### config.mk
export PLATFORM = sky130hd
export DESIGN_NAME = pattern_seq_ctrl_flat
export DESIGN_NICKNAME = d
export VERILOG_FILES = /design/src/rtl/pattern_seq_pkg.sv /design/src/rtl/pattern_seq_ctrl_if.sv /design/src/rtl/pattern_seq_ctrl_ms_tick_gen.sv /design/src/rtl/pattern_seq_ctrl.sv /design/src/flat_wrapper.sv
export SDC_FILE = /design/constraint.sdc
export NUM_CORES = 1
export LEC_CHECK = 0
export BUFFER_PORTS_ARGS = -buffer_cell sky130_fd_sc_hd__buf_2
export CAP_MARGIN = 30
export CELL_PAD_IN_SITES_DETAIL_PLACEMENT = 1
export CELL_PAD_IN_SITES_GLOBAL_PLACEMENT = 2
export CORE_UTILIZATION = 35
export DETAILED_ROUTE_END_ITERATION = 7
export PLACE_DENSITY_LB_ADDON = 0.1
export SYNTH_ARGS = -nofsm -noshare
export SYNTH_HDL_FRONTEND = slang
export SYNTH_SLANG_ARGS = --single-unit
export TNS_END_PERCENT = 100
### constraint.sdc
create_clock -name clk -period 9.75 [get_ports clk]
set_input_delay 0.4875 -clock clk [delete_from_list [all_inputs] [get_ports clk]]
set_output_delay 0.4875 -clock clk [all_outputs]
set_load 0.02 [all_outputs]
### src/rtl/pattern_seq_pkg.sv
// Shared types and constants for the table-driven pattern sequencer.
// Also used by pattern_seq_ctrl_if and ms_tick_gen.
package pattern_seq_pkg;

  localparam int unsigned TICK_COUNT_DEF = 27000;
  localparam int unsigned SEG_DUR_W      = 8;

  typedef enum logic [1:0] {
    IDLE,
    RUN,
    DONE
  } state_t;

  typedef struct packed {
    logic                 level;
    logic [SEG_DUR_W-1:0] dur;
  } segment_t;

  // Index width that stays at least one bit wide for degenerate sizes.
  function automatic int unsigned idx_w(input int unsigned n);
    return (n <= 1) ? 1 : $clog2(n);
  endfunction

endpackage

### src/rtl/pattern_seq_ctrl_if.sv
// Configuration, control and status bundle of pattern_seq_ctrl.
// master = firmware or parent FSM; slave = the sequencer itself.
interface pattern_seq_ctrl_if
  import pattern_seq_pkg::*;
#(
  parameter int unsigned DEPTH  = 8,
  parameter int unsigned DUR_W  = SEG_DUR_W,
  parameter int unsigned LOOP_W = 4
);

  localparam int unsigned AW = idx_w(DEPTH);
  localparam int unsigned NW = $clog2(DEPTH + 1);

  logic              cfg_we;
  logic [AW-1:0]     cfg_addr;
  logic              cfg_level;
  logic [DUR_W-1:0]  cfg_dur;
  logic [NW-1:0]     num_seg;
  logic [LOOP_W-1:0] loops;
  logic              start;
  logic              stop;
  logic              sig;
  logic              busy;
  logic              done;
  logic [AW-1:0]     seg_idx;

  modport master (
    output cfg_we, cfg_addr, cfg_level, cfg_dur, num_seg, loops, start, stop,
    input  sig, busy, done, seg_idx
  );

  modport slave (
    input  cfg_we, cfg_addr, cfg_level, cfg_dur, num_seg, loops, start, stop,
    output sig, busy, done, seg_idx
  );

endinterface

### src/rtl/pattern_seq_ctrl_ms_tick_gen.sv
// Millisecond prescaler: counts 0..TICK_COUNT-1 while enabled and flags
// the last count with a one-cycle tick. clr restarts the millisecond.
module ms_tick_gen
  import pattern_seq_pkg::*;
#(
  parameter int unsigned TICK_COUNT = TICK_COUNT_DEF
) (
  input  logic clk,
  input  logic rst_n,
  input  logic clr,
  input  logic en,
  output logic tick
);

  localparam int unsigned   PW   = idx_w(TICK_COUNT);
  localparam logic [PW-1:0] LAST = PW'(TICK_COUNT - 1);

  logic [PW-1:0] cnt_q;

  assign tick = en && (cnt_q == LAST);

  // NOTE: clocked state uses non-blocking assignments so every register
  // samples the pre-edge values regardless of process evaluation order.
  always_ff @(posedge clk) begin
    if (!rst_n) begin
      cnt_q <= '0;
    end else if (clr) begin
      cnt_q <= '0;
    end else if (en) begin
      cnt_q <= tick ? '0 : cnt_q + 1'b1;
    end
  end

endmodule

### src/rtl/pattern_seq_ctrl.sv
// Table-driven timed-pattern sequencer: plays {level, ms} segments on sig.
// Define PATTERN_SEQ_LOOP_EN to honour the loops (extra repetitions) input.
module pattern_seq_ctrl
  import pattern_seq_pkg::*;
#(
  parameter int unsigned TICK_COUNT = TICK_COUNT_DEF,
  parameter int unsigned DEPTH      = 8,
  parameter int unsigned DUR_W      = SEG_DUR_W,
  parameter int unsigned LOOP_W     = 4
) (
  input logic              clk,
  input logic              rst_n,
  pattern_seq_ctrl_if.slave seq
);

  localparam int unsigned   AW      = idx_w(DEPTH);
  localparam int unsigned   NW      = $clog2(DEPTH + 1);
  localparam logic [NW-1:0] DEPTH_N = NW'(DEPTH);

  segment_t         seg_tab_q [DEPTH];
  state_t           state_q, state_d;
  logic [AW-1:0]    seg_idx_q, seg_idx_d;
  logic [DUR_W-1:0] ms_q, ms_d;
  logic [NW-1:0]    nseg_q, nseg_d;
  logic             sig_q, sig_d;

  segment_t         cur;
  logic [AW-1:0]    nxt_idx;
  logic [DUR_W-1:0] last_ms;
  logic             tick, tick_clr, tick_en;
  logic             seg_end, last_seg, start_ok, loop_more;

  // The table is frozen while busy, so it can be read combinationally.
  assign cur      = seg_tab_q[seg_idx_q];
  assign nxt_idx  = seg_idx_q + 1'b1;
  assign last_ms  = (cur.dur == '0) ? '0 : cur.dur - 1'b1;
  assign seg_end  = tick && (ms_q == last_ms);
  assign last_seg = ((NW'(seg_idx_q) + 1'b1) == nseg_q);
  assign start_ok = seq.start && !seq.stop &&
                    (seq.num_seg != '0) && (seq.num_seg <= DEPTH_N);
  assign tick_en  = (state_q == RUN);

  ms_tick_gen #(
    .TICK_COUNT (TICK_COUNT)
  ) u_tick (
    .clk   (clk),
    .rst_n (rst_n),
    .clr   (tick_clr),
    .en    (tick_en),
    .tick  (tick)
  );

  // NOTE: the segment table is plain storage with no reset; its contents
  // survive rst_n so a parent FSM can restart without reprogramming.
  always_ff @(posedge clk) begin
    if (seq.cfg_we && (state_q != RUN)) begin
      seg_tab_q[seq.cfg_addr] <= '{level: seq.cfg_level, dur: seq.cfg_dur};
    end
  end

`ifdef PATTERN_SEQ_LOOP_EN
  logic [LOOP_W-1:0] loop_q, loop_d;

  assign loop_more = (loop_q != '0);

  always_comb begin
    loop_d = loop_q;
    if ((state_q == IDLE) && start_ok) begin
      loop_d = seq.loops;
    end else if ((state_q == RUN) && !seq.stop && seg_end && last_seg && loop_more) begin
      loop_d = loop_q - 1'b1;
    end
  end

  always_ff @(posedge clk) begin
    if (!rst_n) begin
      loop_q <= '0;
    end else begin
      loop_q <= loop_d;
    end
  end
`else
  logic unused_loops;

  assign unused_loops = ^seq.loops;
  assign loop_more    = 1'b0;
`endif

  // NOTE: every combinational output gets a default first, so no path
  // through the case statement can leave a value held (no latches).
  always_comb begin
    state_d   = state_q;
    seg_idx_d = seg_idx_q;
    ms_d      = ms_q;
    nseg_d    = nseg_q;
    sig_d     = sig_q;
    tick_clr  = 1'b0;

    unique case (state_q)
      IDLE: begin
        sig_d = 1'b0;
        if (start_ok) begin
          state_d   = RUN;
          nseg_d    = seq.num_seg;
          seg_idx_d = '0;
          ms_d      = '0;
          sig_d     = seg_tab_q[0].level;
          tick_clr  = 1'b1;
        end
      end

      RUN: begin
        if (seq.stop) begin
          state_d   = IDLE;
          seg_idx_d = '0;
          sig_d     = 1'b0;
        end else if (seg_end) begin
          // Next segment is loaded in the ending cycle: no gap on sig.
          tick_clr = 1'b1;
          ms_d     = '0;
          if (!last_seg) begin
            seg_idx_d = nxt_idx;
            sig_d     = seg_tab_q[nxt_idx].level;
          end else if (loop_more) begin
            seg_idx_d = '0;
            sig_d     = seg_tab_q[0].level;
          end else begin
            state_d   = DONE;
            seg_idx_d = '0;
            sig_d     = 1'b0;
          end
        end else if (tick) begin
          ms_d = ms_q + 1'b1;
        end
      end

      DONE: begin
        state_d = IDLE;
      end

      default: begin
        state_d = IDLE;
        sig_d   = 1'b0;
      end
    endcase
  end

  always_ff @(posedge clk) begin
    if (!rst_n) begin
      state_q   <= IDLE;
      seg_idx_q <= '0;
      ms_q      <= '0;
      nseg_q    <= '0;
      sig_q     <= 1'b0;
    end else begin
      state_q   <= state_d;
      seg_idx_q <= seg_idx_d;
      ms_q      <= ms_d;
      nseg_q    <= nseg_d;
      sig_q     <= sig_d;
    end
  end

  assign seq.sig     = sig_q;
  assign seq.busy    = (state_q == RUN);
  assign seq.done    = (state_q == DONE);
  assign seq.seg_idx = seg_idx_q;

endmodule

### src/flat_wrapper.sv
// flat-port wrapper written by rule: the top's interface ports become plain ports
module pattern_seq_ctrl_flat import pattern_seq_pkg::*;
#(
  parameter int unsigned TICK_COUNT = TICK_COUNT_DEF,
  parameter int unsigned DEPTH      = 8,
  parameter int unsigned DUR_W      = SEG_DUR_W,
  parameter int unsigned LOOP_W     = 4
)
  (clk, rst_n, seq_cfg_we, seq_cfg_addr, seq_cfg_level, seq_cfg_dur, seq_num_seg, seq_loops, seq_start, seq_stop, seq_sig, seq_busy, seq_done, seq_seg_idx);
  pattern_seq_ctrl_if #(.DEPTH(DEPTH), .DUR_W(DUR_W), .LOOP_W(LOOP_W)) seq_i ();
  input logic clk;
  input logic rst_n;
  input wire logic [$bits(seq_i.cfg_we)-1:0] seq_cfg_we;
  input wire logic [$bits(seq_i.cfg_addr)-1:0] seq_cfg_addr;
  input wire logic [$bits(seq_i.cfg_level)-1:0] seq_cfg_level;
  input wire logic [$bits(seq_i.cfg_dur)-1:0] seq_cfg_dur;
  input wire logic [$bits(seq_i.num_seg)-1:0] seq_num_seg;
  input wire logic [$bits(seq_i.loops)-1:0] seq_loops;
  input wire logic [$bits(seq_i.start)-1:0] seq_start;
  input wire logic [$bits(seq_i.stop)-1:0] seq_stop;
  output wire logic [$bits(seq_i.sig)-1:0] seq_sig;
  output wire logic [$bits(seq_i.busy)-1:0] seq_busy;
  output wire logic [$bits(seq_i.done)-1:0] seq_done;
  output wire logic [$bits(seq_i.seg_idx)-1:0] seq_seg_idx;
  assign seq_i.cfg_we = seq_cfg_we;
  assign seq_i.cfg_addr = seq_cfg_addr;
  assign seq_i.cfg_level = seq_cfg_level;
  assign seq_i.cfg_dur = seq_cfg_dur;
  assign seq_i.num_seg = seq_num_seg;
  assign seq_i.loops = seq_loops;
  assign seq_i.start = seq_start;
  assign seq_i.stop = seq_stop;
  assign seq_sig = seq_i.sig;
  assign seq_busy = seq_i.busy;
  assign seq_done = seq_i.done;
  assign seq_seg_idx = seq_i.seg_idx;
  pattern_seq_ctrl #(.TICK_COUNT(TICK_COUNT), .DEPTH(DEPTH), .DUR_W(DUR_W), .LOOP_W(LOOP_W)) u_core (.clk(clk), .rst_n(rst_n), .seq(seq_i));
endmodule
Yosys cells after proc, flatten, opt, wreduce, memory -nomap -nowiden:

Memory sizes are Yosys's and may differ from the RTL's. A register that Yosys moved wholly into a read port is not among the register bits.
Index checks and enable logic that the tools add are counted.

* memories: 1
* flip-flop bits (word level): 33
* output and inout bits: 6
* logic and storage cells: 73
* RAM bits: 72
* input bits: 25

* magnitude comparators: 1
* bitwise gates (word level): 2
* reductions and logical operators: 17
* equal/unequal tests: 11
* muxes and demuxes: 30
* add/sub/neg operators: 5

Memory list
* u_core.seg_tab_q: words 8, width 9, read ports 3, clocked after memory_dff 1, write ports 1, RTL line pattern_seq_ctrl.sv:20 `segment_t seg_tab_q [DEPTH];`

Operator list (count)
* $mux W8: 5
* $mux W3: 6
* $pmux W8 S2: 1
* $add A15 B1 Y15 const B: 1
* $eq A15 B15 Y1 const B: 1
* $mux W15: 1
* $mux W1: 9
* $add A8 B1 Y8 const B: 1
* $eq A8 B8 Y1: 1
* $logic_not A8 Y1: 1
* $mux W2: 4
* $sub A8 B1 Y8 const B: 1
* $logic_and A1 B1 Y1: 6
* $ne A3 B2 Y1 const B: 2
* $pmux W3 S2: 1
* $reduce_and A3 Y1: 2
* $add A3 B1 Y4 const B: 1
* $eq A4 B4 Y1: 1
* $le A4 B4 Y1 const B: 1
* $ne A2 B1 Y1 const B: 2
* $pmux W2 S2: 1
* $reduce_and A2 Y1: 2
* $reduce_and A4 Y1: 1
* $reduce_bool A4 Y1: 1
* other kinds (12): 13

Longest topological paths before layout:

Gate-level depths: netlist of run 1.

* depth after elaboration: 9
* depth in mapped cells: 15
* depth with buffers taken out: 12

Hierarchy:

Synthesis of run 1 repeated with hierarchy kept, for this count alone.

* cells, all modules: 384
* area total of the unflattened synthesis: 5083.6 um^2

By module, submodules not included
* pattern_seq_ctrl: cells each 303, seq. area each 2582.5 um^2, instances 1, area an instance 4297.9 um^2
* ms_tick_gen: cells each 81, seq. area each 300.3 um^2, instances 1, area an instance 785.8 um^2

Worst setup path before layout of run 1:

OpenSTA, ideal clock, no wires.

* kind: reg-to-reg
* from: register with a tool-made name
* to: register u_core.ms_q[5]
* path slack: 6417 ps
* arrival time: 3219 ps
* data required time: 9636 ps
* path buffers: 3
* period minus slack after synthesis: 3333 ps
* library setup time: 114 ps
* stages on the path, launching flop included: 14
* path through: dfxtp_1 buf_6 buf_4 mux4_2 mux2i_4 ha_1 o21ai_0 or3_1 buf_2 a311oi_2 o211ai_2 o2111ai_2 o22ai_1 a21o_1

RTL lines
* to (signal assigned): RTL line pattern_seq_ctrl.sv:158 `ms_q <= ms_d;`
* to (decl): RTL line pattern_seq_ctrl.sv:23 `logic [DUR_W-1:0] ms_q, ms_d;`

==> results of run 1 <==
[cell families after synthesis]
group	Yosys count	share of synthesized area
AO/OA/AOI/OAI	59	0.0879
buffers and inverters	26	0.0243
adder cells (fa/ha/maj)	4	0.0101
XOR/XNOR	24	0.0426
flip-flops	108	0.584
multiplexers	36	0.113
AND/OR/NAND/NOR	133	0.138
[per-stage QoR]
stage          setup WS [ps]  power (mW)  cell area (sq um)  instances  utilization
2_1_floorplan           6420       0.526               4940        390            -
3_3_place_gp            5670       0.541               5240        582        0.379
3_5_place_dp            5600       0.543               5270        586        0.381
4_1_cts                 5590       0.924               5570        601        0.403
5_1_grt                 5410       0.941               5570        601        0.403
6_report                5650       0.909               5570        601        0.403
[registers in the layout, summed over array words and instances, names as in the netlist, named ones only]
register,count
u_core.seq.sig,1
u_core.seq.seg_idx,3
u_core.nseg_q,4
u_core.state_q,2
u_core.seg_tab_q,72
u_core.ms_q,8
u_core.u_tick.cnt_q,15
[Yosys cell counts, drive strengths merged (2+ instances only)]
cell type   n  area, sq um
a21o        4         30.0
a21oi      17         85.1
a22o        3         26.3
a31oi       2         12.5
and2        4         25.0
and3        4         25.0
and4        3         26.3
and4b       2         20.0
buf         9         56.3
clkbuf      9         33.8
clkinv      3         11.3
dfxtp      36          721
edfxtp     72         2160
ha          4         50.1
inv         5         18.8
mux2        7         78.8
mux2i      15          166
mux4       14          315
nand2      37          139
nand2b      8         50.1
nand3       7         35.0
nand3b      3         22.5
nand4       5         31.3
nor2       30          115
nor2b       5         31.3
nor3       14         85.1
o2111ai     3         32.5
o211a       3         37.5
o211ai      3         27.5
o21ai       8         40.0
o22ai       6         43.8
o31ai       2         15.0
or2         4         25.0
or3         2         12.5
xnor2      12          105
xor2       12          105
[layout make-up]
cell class	instances	area, sq um
fillers	1461	8250
flip-flops and latches	108	2880
multi-input cells	256	1940
clock buffers	9	225
well taps	180	225
repair buffers	34	198
clock inverters	6	75.1
inverters	8	30.0
[layout by cell type (no fill, tap or decap), types with 5 or more instances in the layout]
cell type                   instances
sky130_fd_sc_hd__a21oi_1           17
sky130_fd_sc_hd__mux2i_1           13
sky130_fd_sc_hd__nor2b_1            5
sky130_fd_sc_hd__dfxtp_1           36
sky130_fd_sc_hd__buf_4              6
sky130_fd_sc_hd__buf_2             26
sky130_fd_sc_hd__nand4_1            5
sky130_fd_sc_hd__nand2b_1           8
sky130_fd_sc_hd__nor3_1            11
sky130_fd_sc_hd__xor2_1            12
sky130_fd_sc_hd__inv_1              5
sky130_fd_sc_hd__xnor2_1           12
sky130_fd_sc_hd__o21ai_0            7
sky130_fd_sc_hd__nand2_1           37
sky130_fd_sc_hd__mux2_2             7
sky130_fd_sc_hd__o22ai_1            5
sky130_fd_sc_hd__mux4_2            14
sky130_fd_sc_hd__edfxtp_1          72
sky130_fd_sc_hd__clkbuf_16          9
sky130_fd_sc_hd__nand3_1            7
sky130_fd_sc_hd__nor2_1            29
[worst min path at each step]
stage / endpoint / slack, ps / cells past startpoint
6_report: u_core.nseg_q[0]$_SDFFE_PN0P_ / 390 / 3
5_1_grt: u_core.nseg_q[1]$_SDFFE_PN0P_ / 390 / 3
4_1_cts: u_core.nseg_q[0]$_SDFFE_PN0P_ / 370 / 3
3_5_place_dp: u_core.nseg_q[2]$_SDFFE_PN0P_ / 470 / 2
3_3_place_gp: u_core.nseg_q[2]$_SDFFE_PN0P_ / 470 / 2
2_1_floorplan: u_core.nseg_q[1]$_SDFFE_PN0P_ / 450 / 2
[layer usage]
metal,GRT usage,vias up
met5,0,-
met4,0.0509,0
met3,0.0415,9
met2,0.265,29
met1,0.212,1510
li1,-,1510
[power by group through the flow]
stage / Clock [mW] / Sequential (mW) / Combinational [mW]
after floorplan: 0 / 0.507 / 0.0191
after global placement: 0 / 0.508 / 0.0333
after detailed placement: 0 / 0.508 / 0.0352
after CTS: 0.392 / 0.497 / 0.0353
after global routing: 0.404 / 0.498 / 0.0386
final: 0.378 / 0.497 / 0.0343
[worst max-delay path, delay by kind of cell (launching register included)]
family,cells,cell delay (ps)
AO/OA/AOI/OAI,4,1120
multiplexers,3,1140
flip-flops,1,900
AND/OR/NAND/NOR,2,830
==> Flow_metrics.wiki, run 1 <==
{| class="wikitable"
! Metric !! Value
|-
| Status || complete, no violations
|-
| Metal2 WL || 5.22 mm
|-
| RD Place Congestion || 0.714
|-
| Routed met3 length || about 260 microns
|-
| Hold buffer count at cts || 0
|-
| Final wirelength || roughly 11 mm
|-
| Sequential-to-total area share from yosys stat || 0.584
|-
| Number of gates resized after CTS || 0
|-
| Hold violation total from the final report || 0
|-
| Most common flop cell mapped by yosys || sky130_fd_sc_hd__edfxtp_1
|-
| Tightest hold margin || 391 ps
|-
| Total congestion overflow || 0
|-
| Maximum clock skew at final layout || around 7.7 ps
|-
| Horizontal die dimension || 121 microns
|-
| PD cells || 163 nW/um^2
|-
| Part of the cycle the worst path needs || 0.420
|-
| R2r setup slk || roughly 5700 ps
|-
| Placed wire-length estimate after detailed placement || 7.60 mm
|-
| Highest routed layer || met4
|-
| Worst Path Max Fanout || 17
|-
| Maximum buffer depth of the clock tree || 2
|-
| Worst Reg-to-Reg Cells || 9
|-
| CTS tree || built
|-
| Critical path startpoint category || flop
|-
| Gate power share || 0.038
|-
| Number of setup buffers added after CTS || 0
|-
| Maximum cell stage delay along the critical path || 900 ps
|-
| Routed metal-1 wire length || approximately 5.2 mm
|-
| Final critical path time including I/O delays and setup || 4100 ps
|-
| Count of synthesis-stage warnings from yosys || 0
|-
| Register share of total power || 0.547
|-
| Relative area change from synthesis to final layout || 12.8%
|-
| Wire length per cell after detailed routing || 18.0 microns
|-
| Netlist Area Pre-Place || 4940 sq um
|-
| DRC Markers || 0
|-
| Number of maximum-capacitance violations || 0
|-
| Post-detailed-route count of antenna-violating nets || 0
|-
| Share of total power consumed by net switching || 0.220
|-
| Cell at the slowest stage of the critical path || sky130_fd_sc_hd__dfxtp_1
|-
| Final-stage net count || ~450
|-
| H-tree Lvls || 3
|-
| Number of primary I/O pins || 31
|-
| Post-synth EDFFs || 72
|-
| Die area || approximately 15000 sq um
|-
| Wire length of the first global-routing pass || about 17 mm
|-
| DIE HEIGHT || 121 microns
|-
| Int Pwr || 0.709 mW
|-
| Number of buffer cells added on primary ports || 26
|-
| Most common cell type on the critical path || sky130_fd_sc_hd__mux2i_1
|-
| Critical R2R Capture || u_core.ms_q[5]$_SDFFE_PN0P_
|-
| Effective utilization at floorplan || 0.357
|-
| Via count of the first global-routing pass || around 3200
|-
| Overall fraction of global-route tracks in use || 0.163
|-
| Maximum vdd drop || between 150 and 200 uV
|-
| RSZ-0062 raised after global routing || false
|-
| Leakage power || around 1.9 nW
|-
| Setup TNS Final || 0 ps
|-
| Relative slew margins || 0.382
|-
| Drt pass-1 iters || 4
|-
| Via count || 3058
|-
| Register bit count reported by yosys || 108
|-
| Average footprint of a synthesized cell || between 10 and 15 sq um
|-
| Standard cell core area || 13800 sq um
|-
| Startpoint of the most critical hold path || seq_num_seg[0]
|-
| Req. time, crit path || 10000 ps
|-
| Net Sw Power || 0.200 mW
|-
| Share of total power in the clock network || 0.415
|-
| Number of sinks handled by clock tree synthesis || 108
|-
| Number of vias per cell || 5.09
|-
| Maximum number of pins on one net before global-route repair || 21
|-
| Final Max Slew Viols || 0
|-
| 1st-iter DRT viols || ~110
|-
| CTS Buf Count || 9
|-
| Class of the most critical setup path || flop to flop
|-
| Worst Max-Slew Pin Slew || 924 ps
|-
| Placement row count || 43
|-
| Proportion of synthesized flip-flops having asynchronous set or reset || 0
|-
| Share of post-route cells with drive strength above 1 || 0.204
|-
| Synthesized Nets || 419
|-
| Clock root buffer || sky130_fd_sc_hd__clkbuf_16
|-
| Final setup viols || 0
|-
| Clock latency of the later-clocked register in the worst-skew pair || roughly 360 ps
|-
| Number of instances in the synthesized netlist || between 300 and 400
|-
| Data arrival at the endpoint of the critical path || 4350 ps
|-
| Ordered cell list for the critical path || mux4_2, mux2i_1, o211ai_1, or3_1, mux2i_1, nand4_1, o2111ai_2, o22ai_1, a21o_1
|-
| Worst min-delay path class || primary input to flop
|-
| Fmax || 0.244 GHz
|-
| Number of antenna violations at the first check in global routing || 0
|-
| Crit path to || u_core.ms_q[5]$_SDFFE_PN0P_
|-
| Synth cell types || a little over 60
|-
| Count of antenna diodes in the layout || 0
|-
| Reg clk slew, reported paths || 70 ps
|-
| Critical path endpoint category || flop
|}
Power figures use the tool's default switching activity.
==> inputs of run 2 (changes only) <==
- clock period: 9.75 -> 3.4 ns (I/O delays scaled with it)
==> Flow_metrics.wiki, run 2 (synthesis results as in run 1) <==
{| class="wikitable"
! Metric !! Value
|-
| Wire length per cell after detailed routing || 17.8 microns (-0.74%)
|-
| Share of post-route cells with drive strength above 1 || 0.294 (+0.0893)
|-
| Critical path endpoint category || flop
|-
| Gate power share || 0.041 (+0.003)
|-
| Net Sw Power || 0.577 mW (+190%)
|-
| Maximum clock skew at final layout || 11.6 ps (+3.87 ps)
|-
| CTS tree || built
|-
| Register share of total power || 0.545 (-0.002)
|-
| Standard cell core area || 13800 sq um (unchanged)
|-
| Share of total power consumed by net switching || 0.220 (about the same)
|-
| Via count || 3192 (+4.4%)
|-
| Post-detailed-route count of antenna-violating nets || 0 (unchanged)
|-
| Fmax || 0.302 GHz (+24%)
|-
| Final Max Slew Viols || 0 (unchanged)
|-
| Count of antenna diodes in the layout || 0 (unchanged)
|-
| Commonest cells after routing, fill and taps aside || 72 x sky130_fd_sc_hd__edfxtp_1, 38 x sky130_fd_sc_hd__buf_4, 37 x sky130_fd_sc_hd__nand2_1, 35 x sky130_fd_sc_hd__dfxtp_1, 28 x sky130_fd_sc_hd__nor2_1
|-
| Register cell area after layout || 2880 sq um (about the same)
|-
| Int Pwr || 2.04 mW (+190%)
|-
| RSZ-0062 raised after global routing || true
|-
| Hold buffer count at cts || 0 (unchanged)
|-
| Die area || 14600 sq um (unchanged)
|-
| Clock latency of the later-clocked register in the worst-skew pair || 360 ps (about the same)
|-
| Via count of the first global-routing pass || 3306 (+2.9%)
|-
| Class of the most critical setup path || flop to flop
|-
| Placed wire-length estimate after detailed placement || 8.04 mm (+5.8%)
|-
| # fillers || 1432 (-2.0%)
|-
| Registers with the most flip-flops || u_core.seg_tab_q x72, u_core.u_tick.cnt_q x15, u_core.ms_q x8
|-
| Final wirelength || 11.3 mm (+4.5%)
|-
| Placed insts || 615 (+4.9%)
|-
| Most common cell after layout, fill and taps aside || sky130_fd_sc_hd__edfxtp_1
|-
| Reg clk slew, reported paths || 70 ps (about the same)
|-
| Number of primary I/O pins || 31 (unchanged)
|-
| Tightest hold margin || 64.5 ps (-327 ps)
|-
| Dominant delay contributor by cell family on the critical path || compound AO/OA/AOI/OAI gates
|-
| Maximum buffer depth of the clock tree || 2 (unchanged)
|-
| Footprint of the multi-input gates || 2040 sq um (+5.1%)
|-
| Clock root buffer || sky130_fd_sc_hd__clkbuf_16
|-
| Final-stage net count || 478 (+7.2%)
|-
| Number of buffer cells added on primary ports || 26 (unchanged)
|-
| Req. time, crit path || 3650 ps (-6350 ps)
|-
| Effective utilization at floorplan || 0.357 (unchanged)
|-
| Relative area change from synthesis to final layout || 20.1%
|-
| Ordered cell list for the critical path || buf_12, mux4_2, mux2_4, clkinvlp_4, ha_4, a221oi_2, o221ai_1, and4b_1, nand4_1, o2111ai_2, buf_6, a21oi_1, a21o_1
|-
| Worst Max-Slew Pin Slew || 978 ps (+54.2 ps)
|-
| Final setup viols || 0 (unchanged)
|-
| Max reg flops || 72 (unchanged)
|-
| Final critical path time including I/O delays and setup || 3310 ps (-785 ps)
|-
| Share of total power in the clock network || 0.415 (about the same)
|-
| H-tree Lvls || 3 (unchanged)
|-
| Pre-CTS WS || -99.0 ps (-5700 ps)
|-
| Maximum number of pins on one net before global-route repair || 20 (-4.8%)
|-
| Wire length of the first global-routing pass || 18.2 mm (+3.9%)
|-
| 1st-iter DRT viols || 126 (+20%)
|-
| Drt pass-1 iters || 4 (unchanged)
|-
| Maximum cell stage delay along the critical path || 500 ps (-400 ps)
|-
| Cell at the slowest stage of the critical path || sky130_fd_sc_hd__mux4_2
|-
| Buffering stage count on the worst path with inverters included || 3 (+3)
|-
| Status || complete, no violations
|-
| Placement row count || 43 (unchanged)
|-
| Overall fraction of global-route tracks in use || 0.170 (+0.00751)
|-
| Number of standard cells in the layout, taps in and fillers out || 633 (+5.3%)
|-
| Data arrival at the endpoint of the critical path || 3560 ps (-790 ps)
|-
| Worst min-delay path class || primary input to flop
|-
| RD Place Congestion || 0.744 (+4.2%)
|-
| Post-route setup slack || 85.3 ps (-5570 ps)
|-
| CTS Buf Count || 9 (unchanged)
|-
| Relative slew margins || 0.342 (-0.0394)
|-
| Part of the cycle the worst path needs || 0.975 (+0.554)
|-
| Number of vias per cell || 5.04 (-0.89%)
|-
| Final Power || 2.62 mW (+190%)
|-
| DRC Markers || 0 (unchanged)
|-
| PD cells || 441 nW/um^2 (+170%)
|-
| Hold violation total from the final report || 0 (unchanged)
|-
| DIE HEIGHT || 121 microns (unchanged)
|-
| Worst Path Max Fanout || 8 (-9)
|-
| Number of antenna violations at the first check in global routing || 0 (unchanged)
|-
| Leakage power || 2.11 nW (+9.3%)
|-
| Critical path startpoint category || flop
|-
| Register with the highest flop count || u_core.seg_tab_q
|-
| Maximum vdd drop || 299 uV (+70%)
|-
| Number of sinks handled by clock tree synthesis || 108 (unchanged)
|-
| Horizontal die dimension || 121 microns (unchanged)
|-
| Setup TNS Final || 0 ps (unchanged)
|-
| Number of maximum-capacitance violations || 0 (unchanged)
|-
| Total congestion overflow || 0 (unchanged)
|}
-- run 2: changes by cell type in the layout (fill, tap and decap cells not counted), moves of 2 or more --
cell                      previous run  this run
sky130_fd_sc_hd__buf_4               6        38
sky130_fd_sc_hd__nor3_1             11         9
sky130_fd_sc_hd__a21oi_1            17        15
sky130_fd_sc_hd__a21oi_2             0         2
-- run 2: power groups by stage --
stage	combinational [mW]	sequential, mW	clock (mW)
4_1_cts	0.107	1.43	1.13
3_3_place_gp	0.103	1.46	0
2_1_floorplan	0.0546	1.46	0
5_1_grt	0.119	1.43	1.17
6_report	0.107	1.43	1.09
3_5_place_dp	0.106	1.46	0
-- run 2: what timing repair did --
| item | 4_1_cts | 5_1_grt |
|---|---|---|
| gates resized for setup | 4 | 17 |
| setup endpoints to repair | 28 | 31 |
| setup buffers | 0 | 3 |
| gates cloned | 0 | 0 |
| pin swaps | 2 | 10 |
-- run 2: worst min-delay path, cell delays in order --
cell	delay, ps
sky130_fd_sc_hd__buf_2	90
sky130_fd_sc_hd__mux2i_1	60
sky130_fd_sc_hd__nor2_1	70
-- run 2: layer usage --
metal / track usage / vias to the layer above / wire, microns
li1: - / 1569 / -
met1: 0.226 / 1585 / 5510
met2: 0.272 / 27 / 5400
met3: 0.0387 / 11 / 223
met4: 0.0602 / 0 / 165
met5: 0 / - / 0
-- run 2: stage by stage --
stage / util / instance area, sq um
floorplan: - / 4940
global placement: 0.397 / 5500
detailed placement: 0.397 / 5500
CTS: 0.421 / 5820
global route: 0.429 / 5930
finish: 0.429 / 5930
-- run 2: final timing paths --
path / startpoint / to / slack, ps / cells past startpoint
worst max-delay path: flop / u_core.ms_q[2]$_SDFFE_PN0P_ / 90 / 13
worst min-delay path: seq_num_seg[0] / u_core.nseg_q[0]$_SDFFE_PN0P_ / 60 / 3
worst max register to register: flop / u_core.ms_q[2]$_SDFFE_PN0P_ / 90 / 13
worst min register to register: u_core.nseg_q[2]$_SDFFE_PN0P_ / u_core.nseg_q[2]$_SDFFE_PN0P_ / 480 / 2
-- run 2: area by class of cell --
type / count / share of cell area
clock inverter: 6 / 0.0139
multi-input combinational: 256 / 0.343
tap: 180 / 0.0380
timing repair buffer: 66 / 0.0753
inverter: 8 / 0.00569
sequential: 108 / 0.486
clock buffer: 9 / 0.0380
==> inputs of run 3 (changes only) <==
- RECOVER_POWER: not set -> 50
==> Flow_metrics.wiki, run 3 (synthesis results as in run 1) <==
{| class="wikitable"
! Metric !! Value
|-
| Status || complete, no violations
|-
| Relative slew margins || 0.342 (unchanged)
|-
| Effective utilization at floorplan || 0.357 (unchanged)
|-
| Via count || 3197 (+0.16%)
|-
| Worst hold path depth || 3 (unchanged)
|-
| Standard cell core area || 13800 sq um (unchanged)
|-
| Max reg flops || 72 (unchanged)
|-
| Maximum buffer depth of the clock tree || 2 (unchanged)
|-
| Fmax || 0.302 GHz (about the same)
|-
| Worst Max-Slew Pin Slew || 978 ps (-0.000298 ps)
|-
| Final wirelength || 11.3 mm (+0.25%)
|-
| Number of buffer cells added on primary ports || 26 (unchanged)
|-
| Req. time, crit path || 3650 ps (about the same)
|-
| Maximum clock skew at final layout || 11.5 ps (-0.129 ps)
|-
| Placement row count || 43 (unchanged)
|-
| Post-detailed-route count of antenna-violating nets || 0 (unchanged)
|-
| Worst Reg-to-Reg Cells || 13 (unchanged)
|-
| H-tree Lvls || 3 (unchanged)
|-
| Leakage power || 2.05 nW (-2.9%)
|-
| Most common cell after layout, fill and taps aside || sky130_fd_sc_hd__edfxtp_1
|-
| Setup TNS Final || 0 ps (unchanged)
|-
| RD Place Congestion || 0.744 (unchanged)
|-
| Pre-CTS WS || -99.0 ps (unchanged)
|-
| Number of vias per cell || 5.05 (+0.16%)
|-
| Critical path endpoint category || flop
|-
| Share of total power in the clock network || 0.415 (about the same)
|-
| Count of antenna diodes in the layout || 0 (unchanged)
|-
| Net Sw Power || 0.577 mW (about the same)
|-
| DRC Markers || 0 (unchanged)
|-
| Gate power share || 0.040 (about the same)
|-
| Final Max Slew Viols || 0 (unchanged)
|-
| Share of total power consumed by net switching || 0.220 (+0.000277)
|-
| Final setup viols || 0 (unchanged)
|-
| Relative area change from synthesis to final layout || 19.6%
|-
| Critical R2R Capture || u_core.ms_q[2]$_SDFFE_PN0P_
|-
| Registers with the most flip-flops || u_core.seg_tab_q x72, u_core.u_tick.cnt_q x15, u_core.ms_q x8
|-
| Register with the highest flop count || u_core.seg_tab_q
|-
| Startpoint of the most critical hold path || seq_num_seg[2]
|-
| 1st-iter DRT viols || 126 (unchanged)
|-
| Commonest cells after routing, fill and taps aside || 72 x sky130_fd_sc_hd__edfxtp_1, 37 x sky130_fd_sc_hd__nand2_1, 36 x sky130_fd_sc_hd__buf_4, 35 x sky130_fd_sc_hd__dfxtp_1, 28 x sky130_fd_sc_hd__nor2_1
|-
| Reg clk slew, reported paths || 70 ps (about the same)
|-
| Wire length of the first global-routing pass || 18.2 mm (unchanged)
|-
| Critical path startpoint category || flop
|-
| Overall fraction of global-route tracks in use || 0.170 (unchanged)
|-
| Die area || 14600 sq um (unchanged)
|-
| Hold buffer count at cts || 0 (unchanged)
|-
| Clock root buffer || sky130_fd_sc_hd__clkbuf_16
|-
| Number of maximum-capacitance violations || 0 (unchanged)
|-
| Via count of the first global-routing pass || 3306 (unchanged)
|-
| Final critical path time including I/O delays and setup || 3310 ps (-0.379 ps)
|-
| Drt pass-1 iters || 4 (unchanged)
|-
| Register share of total power || 0.545 (about the same)
|-
| Worst Path Max Fanout || 8 (unchanged)
|-
| CTS Buf Count || 9 (unchanged)
|-
| End point of the worst hold path || u_core.nseg_q[2]$_SDFFE_PN0P_
|-
| Number of primary I/O pins || 31 (unchanged)
|-
| Number of sinks handled by clock tree synthesis || 108 (unchanged)
|-
| Part of the cycle the worst path needs || 0.975 (about the same)
|-
| Maximum number of pins on one net before global-route repair || 20 (unchanged)
|-
| Placed wire-length estimate after detailed placement || 8.04 mm (unchanged)
|-
| Hold violation total from the final report || 0 (unchanged)
|-
| DIE HEIGHT || 121 microns (unchanged)
|-
| Worst min-delay path class || primary input to flop
|-
| Data arrival at the endpoint of the critical path || 3570 ps (about the same)
|-
| Number of antenna violations at the first check in global routing || 0 (unchanged)
|-
| R2r setup slk || 90 ps (about the same)
|-
| Class of the most critical setup path || flop to flop
|-
| Maximum vdd drop || 299 uV (about the same)
|-
| Horizontal die dimension || 121 microns (unchanged)
|-
| Share of post-route cells with drive strength above 1 || 0.254 (-0.0397)
|-
| Clock latency of the later-clocked register in the worst-skew pair || 360 ps (about the same)
|-
| Wire length per cell after detailed routing || 17.9 microns (+0.25%)
|-
| # fillers || 1432 (unchanged)
|-
| Int Pwr || 2.04 mW (-0.11%)
|-
| PD cells || 443 nW/um^2 (+0.39%)
|-
| Final-stage net count || 478 (unchanged)
|-
| Post-route setup slack || 85.7 ps (+0.379 ps)
|-
| RSZ-0062 raised after global routing || true
|-
| CTS tree || built
|-
| Total congestion overflow || 0 (unchanged)
|}
run 3: cell count changes in the layout (fill, tap and decap cells not counted), sizes merged:
cell    before  now
clkbuf       9   27
buf         66   48
run 3: repair_timing:
| action | 4_1_cts | 5_1_grt |
|---|---|---|
| pin swaps | 2 | 10 |
| buffers inserted | 0 | 3 |
| endpoints found under the setup margin | 28 | 31 |
| resized for setup | 4 | 17 |
run 3: per-layer routing:
| layer | vias up | global-route usage | part of all wire | routed length (microns) |
|---|---|---|---|---|
| li1 | 1567 | - | - | - |
| met1 | 1591 | 0.226 | 0.49 | 5520 |
| met2 | 27 | 0.272 | 0.48 | 5410 |
| met3 | 12 | 0.0387 | 0.020 | 226 |
| met4 | 0 | 0.0602 | 0.015 | 167 |
| met5 | - | 0 | 0 | 0 |
run 3: critical path, cell delays in order, from the launching register on:
cell	delay, ps
sky130_fd_sc_hd__dfxtp_2	350
sky130_fd_sc_hd__buf_12	130
sky130_fd_sc_hd__mux4_2	500
sky130_fd_sc_hd__mux2_4	320
sky130_fd_sc_hd__clkinvlp_4	90
sky130_fd_sc_hd__ha_4	200
sky130_fd_sc_hd__a221oi_2	270
sky130_fd_sc_hd__o221ai_1	140
sky130_fd_sc_hd__and4b_1	270
sky130_fd_sc_hd__nand4_1	240
sky130_fd_sc_hd__o2111ai_2	320
sky130_fd_sc_hd__buf_6	170
sky130_fd_sc_hd__a21oi_1	50
sky130_fd_sc_hd__a21o_1	150
run 3: worst max path at each step:
stage / start / endpoint / slack, ps / cells after the start
2_1_floorplan: flop / u_core.ms_q[5]$_SDFFE_PN0P_ / 70 / 13
3_3_place_gp: flop / flop / -40 / 13
3_5_place_dp: flop / u_core.seq.seg_idx[2]$_SDFFE_PN0N_ / -100 / 12
4_1_cts: flop / flop / 10 / 13
5_1_grt: flop / u_core.ms_q[4]$_SDFFE_PN0P_ / -30 / 13
6_report: flop / u_core.ms_q[2]$_SDFFE_PN0P_ / 90 / 13
run 3: final cells by class:
cell class                 count  area [sq um]  area share
clock inverter                 6          82.6      0.0140
multi-input combinational    256          2040       0.345
clock buffer                   9           225      0.0381
sequential                   108          2880       0.488
tap                          180           225      0.0381
inverter                       8          33.8     0.00572
timing repair buffer          66           419      0.0710
run 3: metrics by stage:
step	hold slack [ps]	instances	util	total power [mW]	area, sq um
final	65.1	633	0.427	2.62	5910
after floorplan	269	390	-	1.51	4940
after CTS	50.7	630	0.421	2.66	5820
after global routing	77.3	633	0.427	2.71	5910
after detailed placement	432	615	0.397	1.56	5500
after global placement	423	615	0.397	1.56	5500
run 3: power by group through the flow:
stage / Sequential (mW) / Clock [mW] / Combinational [mW]
after floorplan: 1.46 / 0 / 0.0546
after global placement: 1.46 / 0 / 0.103
after detailed placement: 1.46 / 0 / 0.106
after CTS: 1.43 / 1.13 / 0.107
after global routing: 1.43 / 1.17 / 0.117
final: 1.43 / 1.09 / 0.105
